[src/rtl/lsu_pkg.sv]
// Shared types for the byte-serial load/store unit.
// Holds the FSM state encoding and the per-word beat count.
package lsu_pkg;

  localparam int BEATS = 4;
  localparam int BEAT_W = 2;

  typedef enum logic [1:0] {
    IDLE,
    ACCESS,
    DONE,
    ERR
  } lsu_state_t;

endpackage

[src/rtl/load_store_unit.sv]
// Word load/store unit serialising each access into four byte beats
// on a byte-wide data memory port with a ready handshake.
module load_store_unit #(
  parameter int MEM_ADDR_W = 32,
  parameter int BEATS = 4
) (
  input  logic                  clk_i,
  input  logic                  rst_i,
  input  logic                  req_valid_i,
  input  logic                  memRead_i,
  input  logic                  memWrite_i,
  input  logic [31:0]           ALUOut_i,
  input  logic [31:0]           WriteData_i,
  output logic [31:0]           ReadData_o,
  output logic                  stall_o,
  output logic                  done_o,
  output logic                  err_o,
  output logic                  mem_read_o,
  output logic                  mem_write_o,
  output logic [MEM_ADDR_W-1:0] mem_addr_o,
  output logic [7:0]            mem_wdata_o,
  input  logic [7:0]            mem_rdata_i,
  input  logic                  mem_ready_i
);

  import lsu_pkg::*;

  lsu_state_t state_q, state_d;

  logic                  is_wr_q;
  logic [MEM_ADDR_W-1:0] base_q;
  logic [31:0]           wdata_q;
  logic [BEAT_W-1:0]     beat_q;
  logic [31:0]           shadow_q;
  logic [31:0]           rdata_q;

  logic req_ok;
  logic in_access;
  logic beat_done;
  logic last_beat;

  assign req_ok = req_valid_i
                & (memRead_i ^ memWrite_i)
                & (ALUOut_i[1:0] == 2'b00);

  assign in_access = (state_q == ACCESS);
  assign beat_done = in_access & mem_ready_i;
  assign last_beat = (beat_q == BEAT_W'(BEATS - 1));

  always_comb begin
    state_d = state_q;
    unique case (state_q)
      IDLE: begin
        if (req_valid_i) begin
          state_d = req_ok ? ACCESS : ERR;
        end
      end
      ACCESS: begin
        if (mem_ready_i && last_beat) begin
          state_d = DONE;
        end
      end
      DONE: state_d = IDLE;
      ERR:  state_d = IDLE;
      default: state_d = IDLE;
    endcase
  end

  always_ff @(posedge clk_i or posedge rst_i) begin
    if (rst_i) begin
      state_q <= IDLE;
    end else begin
      state_q <= state_d;
    end
  end

  // Request fields are captured once at acceptance and held per access.
  always_ff @(posedge clk_i or posedge rst_i) begin
    if (rst_i) begin
      is_wr_q  <= 1'b0;
      base_q   <= '0;
      wdata_q  <= '0;
      beat_q   <= '0;
      shadow_q <= '0;
      rdata_q  <= '0;
    end else begin
      if (state_q == IDLE && req_ok) begin
        is_wr_q <= memWrite_i;
        base_q  <= MEM_ADDR_W'(ALUOut_i);
        wdata_q <= WriteData_i;
        beat_q  <= '0;
      end
      if (beat_done) begin
        beat_q <= beat_q + 1'b1;
        if (!is_wr_q) begin
          shadow_q[8*beat_q +: 8] <= mem_rdata_i;
          if (last_beat) begin
            rdata_q <= {mem_rdata_i, shadow_q[23:0]};
          end
        end
      end
    end
  end

  always_comb begin
    mem_read_o  = 1'b0;
    mem_write_o = 1'b0;
    mem_addr_o  = '0;
    mem_wdata_o = 8'h00;
    if (in_access) begin
      mem_read_o  = ~is_wr_q;
      mem_write_o = is_wr_q;
      mem_addr_o  = base_q + MEM_ADDR_W'(beat_q);
      if (is_wr_q) begin
        mem_wdata_o = wdata_q[8*beat_q +: 8];
      end
    end
  end

  assign ReadData_o = rdata_q;
  assign done_o     = (state_q == DONE);
  assign err_o      = (state_q == ERR);
  assign stall_o    = in_access | ((state_q == IDLE) & req_valid_i);

endmodule

[config.mk]
export PLATFORM = sky130hd
export DESIGN_NAME = load_store_unit
export DESIGN_NICKNAME = d
export VERILOG_FILES = /design/src/rtl/lsu_pkg.sv /design/src/rtl/load_store_unit.sv
export SDC_FILE = /design/constraint.sdc
export NUM_CORES = 1
export LEC_CHECK = 0
export ABC_AREA = 1
export CORE_AREA = 8 8 118 120
export DETAILED_ROUTE_END_ITERATION = 10
export DIE_AREA = 0 0 126 128
export GPL_TIMING_DRIVEN = 0
export PLACE_DENSITY_LB_ADDON = 0.1
export SETUP_SLACK_MARGIN = 0.3
export SLEW_MARGIN = 20
export SYNTH_ARGS = -nofsm -noshare
export SYNTH_HDL_FRONTEND = slang
export SYNTH_SLANG_ARGS = --single-unit
export TNS_END_PERCENT = 30
[constraint.sdc]
create_clock -name clk_i -period 5.6 [get_ports clk_i]
set_clock_uncertainty 0.05 [all_clocks]
set_input_delay 0.56 -clock clk_i [delete_from_list [all_inputs] [get_ports clk_i]]
set_output_delay 0.56 -clock clk_i [all_outputs]
set_load 0.01 [all_outputs]
==> results by group <==
Run
  • Max Cap Violations: 0

STA
  • Final Cycle Share: 60.2%
  • Final worst-path setup slack: 2.23 ns
  • RSZ-0062 raised after global routing: false
  • Max-slew violations: 0
  • Slew headroom: 54.8%
  • Post-layout min period: 3.37 ns
  • Setup TNS: 0 ns
  • Hold Vio Cnt, Final: 0
  • Worst-Margin Slew: 0.678 ns
  • Highest Clock Rate: 0.297 GHz
  • Hold Worst Slack: 0.427 ns
  • Final setup violating endpoints: 0

GRT
  • Largest net degree at the start of global routing: 75
  • Total GRT Usage: 22.9%
  • Initial antenna violation count: 1
  • Global-route wire length before repair: 29100 um
  • Vias in the first global route: 5943
  • Grt ovf: 0

Critical path
  • Critical path class: flop to output pin
  • Cells along the critical path: ha_1 > fa_1 > nand2_1 > nor2_2 > nand2_1 > nor2_1 > o21ai_0 > nor2_1 > clkdlybuf4s50_1
  • Reg2Reg Depth: 10
  • Worst endpoint required time: 4.99 ns
  • FF-to-FF End: shadow_q[7]
  • Crit-path max FO: 5
  • Startpoint Class: flop
  • WP data arrival: 2.76 ns
  • WP depth: 9
  • Crit-path slowest cell: clkdlybuf4s50_1
  • Top delay family on crit path: simple AND/OR/NAND/NOR gates
  • Critical Path Max Stage Delay: 0.56 ns
  • CP bufs+invs: 1
  • Reg-to-reg startpoint: beat_q[0]
  • Crit end category: output pin
  • R2r setup slk: 2.83 ns

Clock network
  • Clock sinks: 125
  • CTS Hold Bufs: 0
  • Post-CTS Setup Repair Bufs: 0
  • Post-CTS sizing: 0
  • CTS clk-pin slew, worst paths: 0.06 ns
  • Worst-Skew Late Latency: 0.42 ns
  • CTS tree: done
  • Maximum root-to-sink buffer count: 2
  • CTS Root Cell: clkbuf_16
  • CTS Buf Count: 17
  • Clock H-tree levels: 4

Die
  • Core footprint: 0.0122 mm^2
  • Area of the die: 0.0161 mm^2
  • Die W: 126 um
  • Starting Density: 51.9%
  • Die height: 128 um
  • Top Ports: 155
  • # rows: 41

Placed design
  • Pre-CTS setup slack: 2.66 ns
  • I/O Buffers: 154
  • Final GP Congestion: 0.896
  • DP HPWL: 13400 um

Min path
  • Min-delay worst type: flop to flop
  • Hold path depth: 2
  • Hold endpoint: base_q[0]
  • Min-delay src: base_q[0]

Layout
  • Sequential Area: 0.00313 mm^2
  • Final #Nets: 1100
  • Most frequent cells in the layout: 185 x nand2_1, 154 x clkdlybuf4s50_1, 137 x nor2_1
  • Multi-input combinational cell area: 0.00257 mm^2
  • # fillers: 1036
  • Commonest non-fill, non-tap cell in the layout: nand2_1
  • Ratio of cells with drive above 1 in the final layout: 6.23%
  • P&R area growth vs syn: 37.1%

Power
  • Pwr Density: 527 mW/mm^2
  • VDD IR-drop max: 0.000278 V
  • Static leakage: 4.22 nW

Synthesis
  • Synth area leaders: dfrtp_1 49%, nand2_1 11%, o21ai_0 8.1%
  • Main synth FF type: dfrtp_1
  • Syn nets: 926
  • Post-synthesis instance total: 840
  • Synth top area share: 49.3%
  • Register area share after synthesis: 49.3%
  • Post-synth EDFFs: 0
  • Cell accounting for the most synthesized area: dfrtp_1
  • Unique cell type count in the Yosys netlist: 28
  • Yosys warns: 0
  • Syn avg cell area: 7.55 um^2
  • #FFs+latches synth: 125
  • Synth async-reset ratio: 100%
  • Post-Syn Area: 0.00634 mm^2

Routing
  • Vias per inst: 5.01
  • DRC: 0
  • WL per Instance: 15.3 um
  • Post-route ant nets: 0
  • DR vias: 5907
  • DRT Pass-1 Iters: 7
  • DR iter-0 viols: 357
  • Detailed Route WL: 18000 um

Status
  • Status: finished clean
-- where the power goes --
part / internal [mW] / leakage (nW) / switching [mW]
registers: 1.32 / 1.53 / 0.286
clock network: 0.688 / 0.286 / 0.396
logic: 0.844 / 2.40 / 1.04
-- final cells by class --
| class | instances | area share (%) |
|---|---|---|
| sequential | 125 | 36.0 |
| multi-input combinational | 558 | 29.6 |
| timing repair buffer | 155 | 18.1 |
| inverter | 126 | 5.56 |
| clock buffer | 22 | 5.46 |
| tap | 150 | 2.16 |
| buffer | 31 | 1.83 |
| clock inverter | 10 | 1.30 |
| antenna | 1 | 0.0288 |
-- cell usage after synthesis (2+ instances only) --
cell / number
nor3_1: 4
nor2_2: 3
inv_1: 122
o21ai_0: 103
dfrtp_1: 125
nor2_1: 137
nand2_1: 185
buf_2: 16
xor2_1: 4
nor2_8: 3
inv_2: 2
a21oi_1: 36
buf_1: 2
clkbuf_1: 10
nand3_1: 41
o21ai_1: 26
xnor2_1: 2
buf_6: 3
ha_1: 7
-- cells by family (layout without fill, tap and decap cells) --
kind of cell    count (synthesis)  count (layout)  share of synthesized area [%]
simple gates                  378             378                           24.9
compound gates                166             166                           13.1
buf+inv                       157             344                           10.0
flops                         125             125                           49.3
fa+ha+maj                       8               8                           1.70
xor+xnor                        6               6                          0.829
other cells                     0               1                              0
-- worst max-delay path by stage --
stage,startpoint,endpoint,slack [ns]
6_report,beat_q[0],mem_addr_o[10],2.23
5_1_grt,beat_q[0],mem_addr_o[30],2.02
3_3_place_gp,rst_i,base_q[24],-0.1
3_5_place_dp,beat_q[0],mem_addr_o[16],2.66
4_1_cts,beat_q[0],mem_addr_o[16],2.21
2_1_floorplan,rst_i,ReadData_o[0],1.66
-- flip-flops by register name (all words and copies together) (netlist names) --
name and count:
beat_q 2, ReadData_o 32, shadow_q 24, state_q 2, wdata_q 32, base_q 32, is_wr_q 1
-- metal layers --
metal / track usage (%) / wire length (um) / vias to the layer above
met5: 0 / 0 / -
met2: 36.9 / 8390 / 200
met4: 9.13 / 501 / 0
met1: 28.3 / 7830 / 2705
met3: 6.74 / 1310 / 37
li1: - / - / 2965
-- worst reg2reg max path, stage by stage, from the launching register on --
cell      delay, ns
dfrtp_1        0.43
buf_2          0.22
inv_1          0.09
clkbuf_1       0.35
buf_2          0.32
ha_1           0.17
clkbuf_1       0.29
nand2_1        0.09
nor2_1         0.39
nand3_1        0.17
o21ai_0        0.12
-- stage by stage --
stage | power [mW] | area (um^2) | util, % | instances
after floorplan | 2.60 | 6340 | - | 840
after global placement | 3.44 | 8070 | 66.1 | 1144
after detailed placement | 3.48 | 8100 | 66.3 | 1145
after CTS | 4.59 | 8690 | 71.2 | 1177
after global routing | 4.90 | 8690 | 71.2 | 1178
final | 4.58 | 8690 | 71.2 | 1178
No activity file was read; power rests on OpenSTA's default activity.
==> variant 1: new RTL, config.mk and constraints unchanged <==
Make the reset (`rst_i`) synchronous in 2 clocked blocks.
--- a/src/rtl/load_store_unit.sv
+++ b/src/rtl/load_store_unit.sv
@@ -66,7 +66,7 @@
     endcase
   end
 
-  always_ff @(posedge clk_i or posedge rst_i) begin
+  always_ff @(posedge clk_i) begin
     if (rst_i) begin
       state_q <= IDLE;
     end else begin
@@ -75,7 +75,7 @@
   end
 
   // Request fields are captured once at acceptance and held per access.
-  always_ff @(posedge clk_i or posedge rst_i) begin
+  always_ff @(posedge clk_i) begin
     if (rst_i) begin
       is_wr_q  <= 1'b0;
       base_q   <= '0;
Behaviour: differs if rst_i is asserted again (counterexample within 4 cycles, from zero or initial values and one cycle with rst_i high); with rst_i held inactive, the same outputs for 4 cycles.
==> variant 1 against the original RTL <==
Area after synthesis shrank 5.3%. Critical path depth grew 2. Utilization shrank 3.0 points. Sequential cell count is the same. Final area shrank 4.1%. Hold slack lost 28 ps. Worst setup slack lost 3.4 ps. Register-to-register slack gained 360 ps. Wire length grew 4.0%. Non-clock buffer count grew 13. Global-route usage grew 0.26 points.
Power is not compared: it rests on default switching activity, and its combinational part moved more than twofold at a synthesized area within 25%.
==> variant 1: results (changes against the original RTL) <==
dpl cell area 0.00772 mm2 (-4.7%); number of global-route vias before repair 6104 (+2.7%); min-delay worst type flop to flop; port buffer count 153 (-0.65%); largest net degree at the start of global routing 17 (-77%); routed vias/inst 5.14 (+2.6%); met3 routed WL 1.37 mm (+4.8%); register area share after synthesis 41.7% (-7.6 points); Hold EP wdata_q[19]; met2 Usage GRT 37.2% (+0.38 points); met2 WL post-DR 8.47 mm (+1.0%); Reg area 0.00250 mm2 (-20%); reg-to-reg endpoint shadow_q[5]; initial antenna violation count 0 (-1); # fillers 1096 (+5.8%); status complete, no violations; Post-synth ARST share 0% (-100 points); buffering overhead 21.1% (+1.2 points); Synth area leaders dfxtp_1, a21oi_1, nand2_1, nor2_1, o21ai_0; fin nets 1157 (+5.2%); first-pass GRT wire length 29.8 mm (+2.7%); Routed WL 18.7 mm (+4.0%); initial drt markers 644 (+80%); Ys Warns 0 (unchanged); syn nets 985 (+6.4%); post-layout min period 3370 ps (+3.42 ps); Min-Delay Startpoint wdata_q[19]; pre-CTS setup slack 2700 ps (+40.3 ps); met1 Use GR 29.3% (+0.96 points); RR Startpoint beat_q[0]; Synth top cells by count nand2_1, nor2_1, a21oi_1, dfxtp_1, o21ai_0; layout cells sized above 1 6.83% (+0.60 points); Pre-Repair DR Iteration Count 5 (-2); Clock-cell share 7.32% (+0.56 points); FF-to-FF path depth 8 (-2); GPL Wtd Cong 0.921 (+2.8%); critical path's largest stage delay 560 ps (about the same); Total GRT Usage 23.1% (+0.26 points); Ant. Diodes 0 (-1); clock buffers 21 (-4.5%); inverter count 76 (-40%); Multi-In Gates 652 (+17%); r2r setup slk 3190 ps (+360 ps); Yosys cell types 28 (unchanged); highest routed layer met4; M1 WL 8.63 mm (+10%); hpwl dp 14.2 mm (+6.4%); actual slew at the worst max-slew pin 551 ps (-127 ps); filler-free cell count of the finished design 1233 (+4.7%); Leak 0.00303 uW; Seq/total area 30.0% (-6.0 points); Cells after Synth 899 (+7.0%); hold_ws 399 ps (-27.7 ps); area occupied by multi-input gates 0.00298 mm2 (+16%); Plain + repair buffers 199 (+7.0%); crit path to mem_addr_o[30]
## variant 1: cell count changes after synthesis, moves of 5 or more
cell      delta
dfrtp_1    -125
buf_4        +5
nand2_1     -18
o21ai_1     -17
nand3_1     +19
a21oi_1     +92
o21ai_0     -17
inv_1       -53
nand2_2      +6
nor2_1      +28
dfxtp_1    +125
clkbuf_1    +11
## variant 1: cell families (layout without fill, tap and decap cells)
group | Yosys count | in the layout | synth area share, %
compound gates | 224 | 224 | 18.7
fa+ha+maj | 8 | 8 | 1.79
simple gates | 415 | 415 | 28.5
buf+inv | 122 | 306 | 8.57
flops | 125 | 125 | 41.7
xor+xnor | 5 | 5 | 0.730
## variant 1: worst register-to-register path: cells and delay by family, from the launching register on
family	cells	cell delay [ps]
AOI/OAI and AO/OA	1	120
adders and majority gates	1	360
buffers and inverters	3	870
and+or+nand+nor	3	600
DFF	1	350
## variant 1: power breakdown
group          switching (uW)  internal (uW)  total, uW
sequential               12.2            907        919
clock                     401            731       1130
combinational             115           92.8        208
total                     529           1730       2260
==> variant 2: new RTL, same flow settings <==
Made on the original files. The package constant `BEAT_W` goes from 2 to 4.
--- a/src/rtl/lsu_pkg.sv
+++ b/src/rtl/lsu_pkg.sv
@@ -3,7 +3,7 @@
 package lsu_pkg;
 
   localparam int BEATS = 4;
-  localparam int BEAT_W = 2;
+  localparam int BEAT_W = 4;
 
   typedef enum logic [1:0] {
     IDLE,
Check against the original RTL: same outputs for any inputs over 4 cycles, from zero or initial values and one cycle with rst_i high; that may be too few to reach the edited logic, so the function may still have changed.
==> variant 2 against the original RTL <==
Final area grew 3.9%. Area after synthesis grew 5.4%. Worst setup slack got worse by 100 ps. Die area unchanged. Sequential power is 4% lower. Utilization increased by 2.8 points. Non-clock buffer count fell by 4. Count of clock-buffer cells in the layout fell by 2. Cell count increased by 2.3%. Wire length rose by 4.3%. Critical path depth increased by 1. Sequential cell count rose by 2. Total power decreased by 3.6%. Critical path type unchanged. Critical endpoint is now mem_addr_o[18]. Largest power group unchanged.
==> variant 2: results (changes against the original RTL) <==
status complete, no violations; crit path to mem_addr_o[18]; compound-cell area share of the yosys netlist 6.10% (-7.0 points); hold_ws 427 ps (-0.122 ps); reg-to-reg endpoint shadow_q[17]; mux share of post-synthesis cell area 5.39% (+5.4 points); VDD IR max 268 uV (-3.6%); dpl cell area 0.00844 mm2 (+4.2%); XOR/XNOR share of the synthesized area 1.05% (+0.22 points); pre-CTS setup slack 2560 ps (-101 ps); Pre-Repair DR Iteration Count 5 (-2); number of global-route vias before repair 6066 (+2.1%); initial antenna violation count 0 (-1); first-pass GRT wire length 30.6 mm (+5.5%); initial drt markers 538 (+51%); fin nets 1128 (+2.5%); Total GRT Usage 24.0% (+1.2 points); crit path DAT 2860 ps (+100 ps); met3 Track Usage GR 5.78% (-0.96 points); routed vias/inst 5.12 (+2.1%); r2r setup slk 2520 ps (-310 ps); Min-Delay Startpoint wdata_q[12]; Synth area leaders dfrtp_1, nand2_1, nor2_1, mux2_4, o21ai_0; Routed WL 18.8 mm (+4.3%); Setup WS post-layout 2130 ps (-102 ps); hpwl dp 13.9 mm (+4.3%); Hold EP wdata_q[12]; syn nets 954 (+3.0%); Yosys cell types 33 (+18%); Cells after Synth 868 (+3.3%); Synth top cells by count nand2_1, dfrtp_1, nor2_1, inv_1, o21ai_0; peak fanout along the critical path 6 (+1); met1 Use GR 30.5% (+2.1 points); met2 Usage GRT 39.2% (+2.3 points); # fillers 985 (-4.9%); Leak 0.00447 uW (+5.9%); Ant. Diodes 0 (-1); register area share after synthesis 47.6% (-1.8 points); area share of fa/ha/maj cells after synthesis 1.61% (-0.087 points); layout cells sized above 1 8.72% (+2.5 points); filler-free cell count of the finished design 1205 (+2.3%); FF-to-FF path depth 14 (+4); actual slew at the worst max-slew pin 778 ps (+99.8 ps); largest net degree at the start of global routing 76 (+1.3%)
variant 2: cell types whose count changed in the layout (fill, tap and decap cells not counted), moves of 7 or more:
| cell | before | now |
|---|---|---|
| nand2_1 | 185 | 350 |
| inv_1 | 121 | 56 |
| o21ai_0 | 103 | 54 |
| mux2_4 | 0 | 24 |
| o21ai_1 | 26 | 2 |
| nor2_1 | 137 | 117 |
| a21oi_1 | 36 | 18 |
| buf_2 | 16 | 9 |
| nand4_1 | 0 | 7 |
variant 2: area by class of cell:
cell class	instances	area, um2	share of cell area, %
Buffer	27	154	1.70
Clock buffer	20	457	5.06
Clock inverter	12	133	1.47
Inverter	62	239	2.65
Multi-Input combinational cell	652	3120	34.5
Sequential cell	127	3180	35.2
Tap cell	150	188	2.08
Timing Repair Buffer	155	1570	17.4
variant 2: critical path: stages, from the launching register on:
cell,delay (ps)
dfrtp_1,430
ha_1,260
fa_1,430
nand2_1,90
nand2_1,160
nand2_1,240
nor2_1,60
nand2_1,50
nand2_1,50
nor2_1,110
clkdlybuf4s50_1,560
variant 2: where the power goes:
part / switching, uW / leakage (uW) / total, uW / internal [uW]
sequential: 288 / 0.00163 / 1540 / 1260
clock: 417 / 0.000283 / 1100 / 680
combinational: 979 / 0.00256 / 1770 / 791
total: 1680 / 0.00447 / 4410 / 2730
variant 2: per-layer routing:
metal / part of all wire (%) / vias up / wire length (um)
met2: 48 / 223 / 8980
met1: 44 / 2851 / 8190
met3: 6.5 / 28 / 1230
met5: 0 / - / 0
li1: - / 3069 / -
met4: 2.1 / 0 / 394
variant 2: kinds of logic after synthesis:
family,Yosys count
fa+ha+maj,8
compound gates,79
flops,127
xor+xnor,8
buf+inv,89
mux,24
simple gates,533
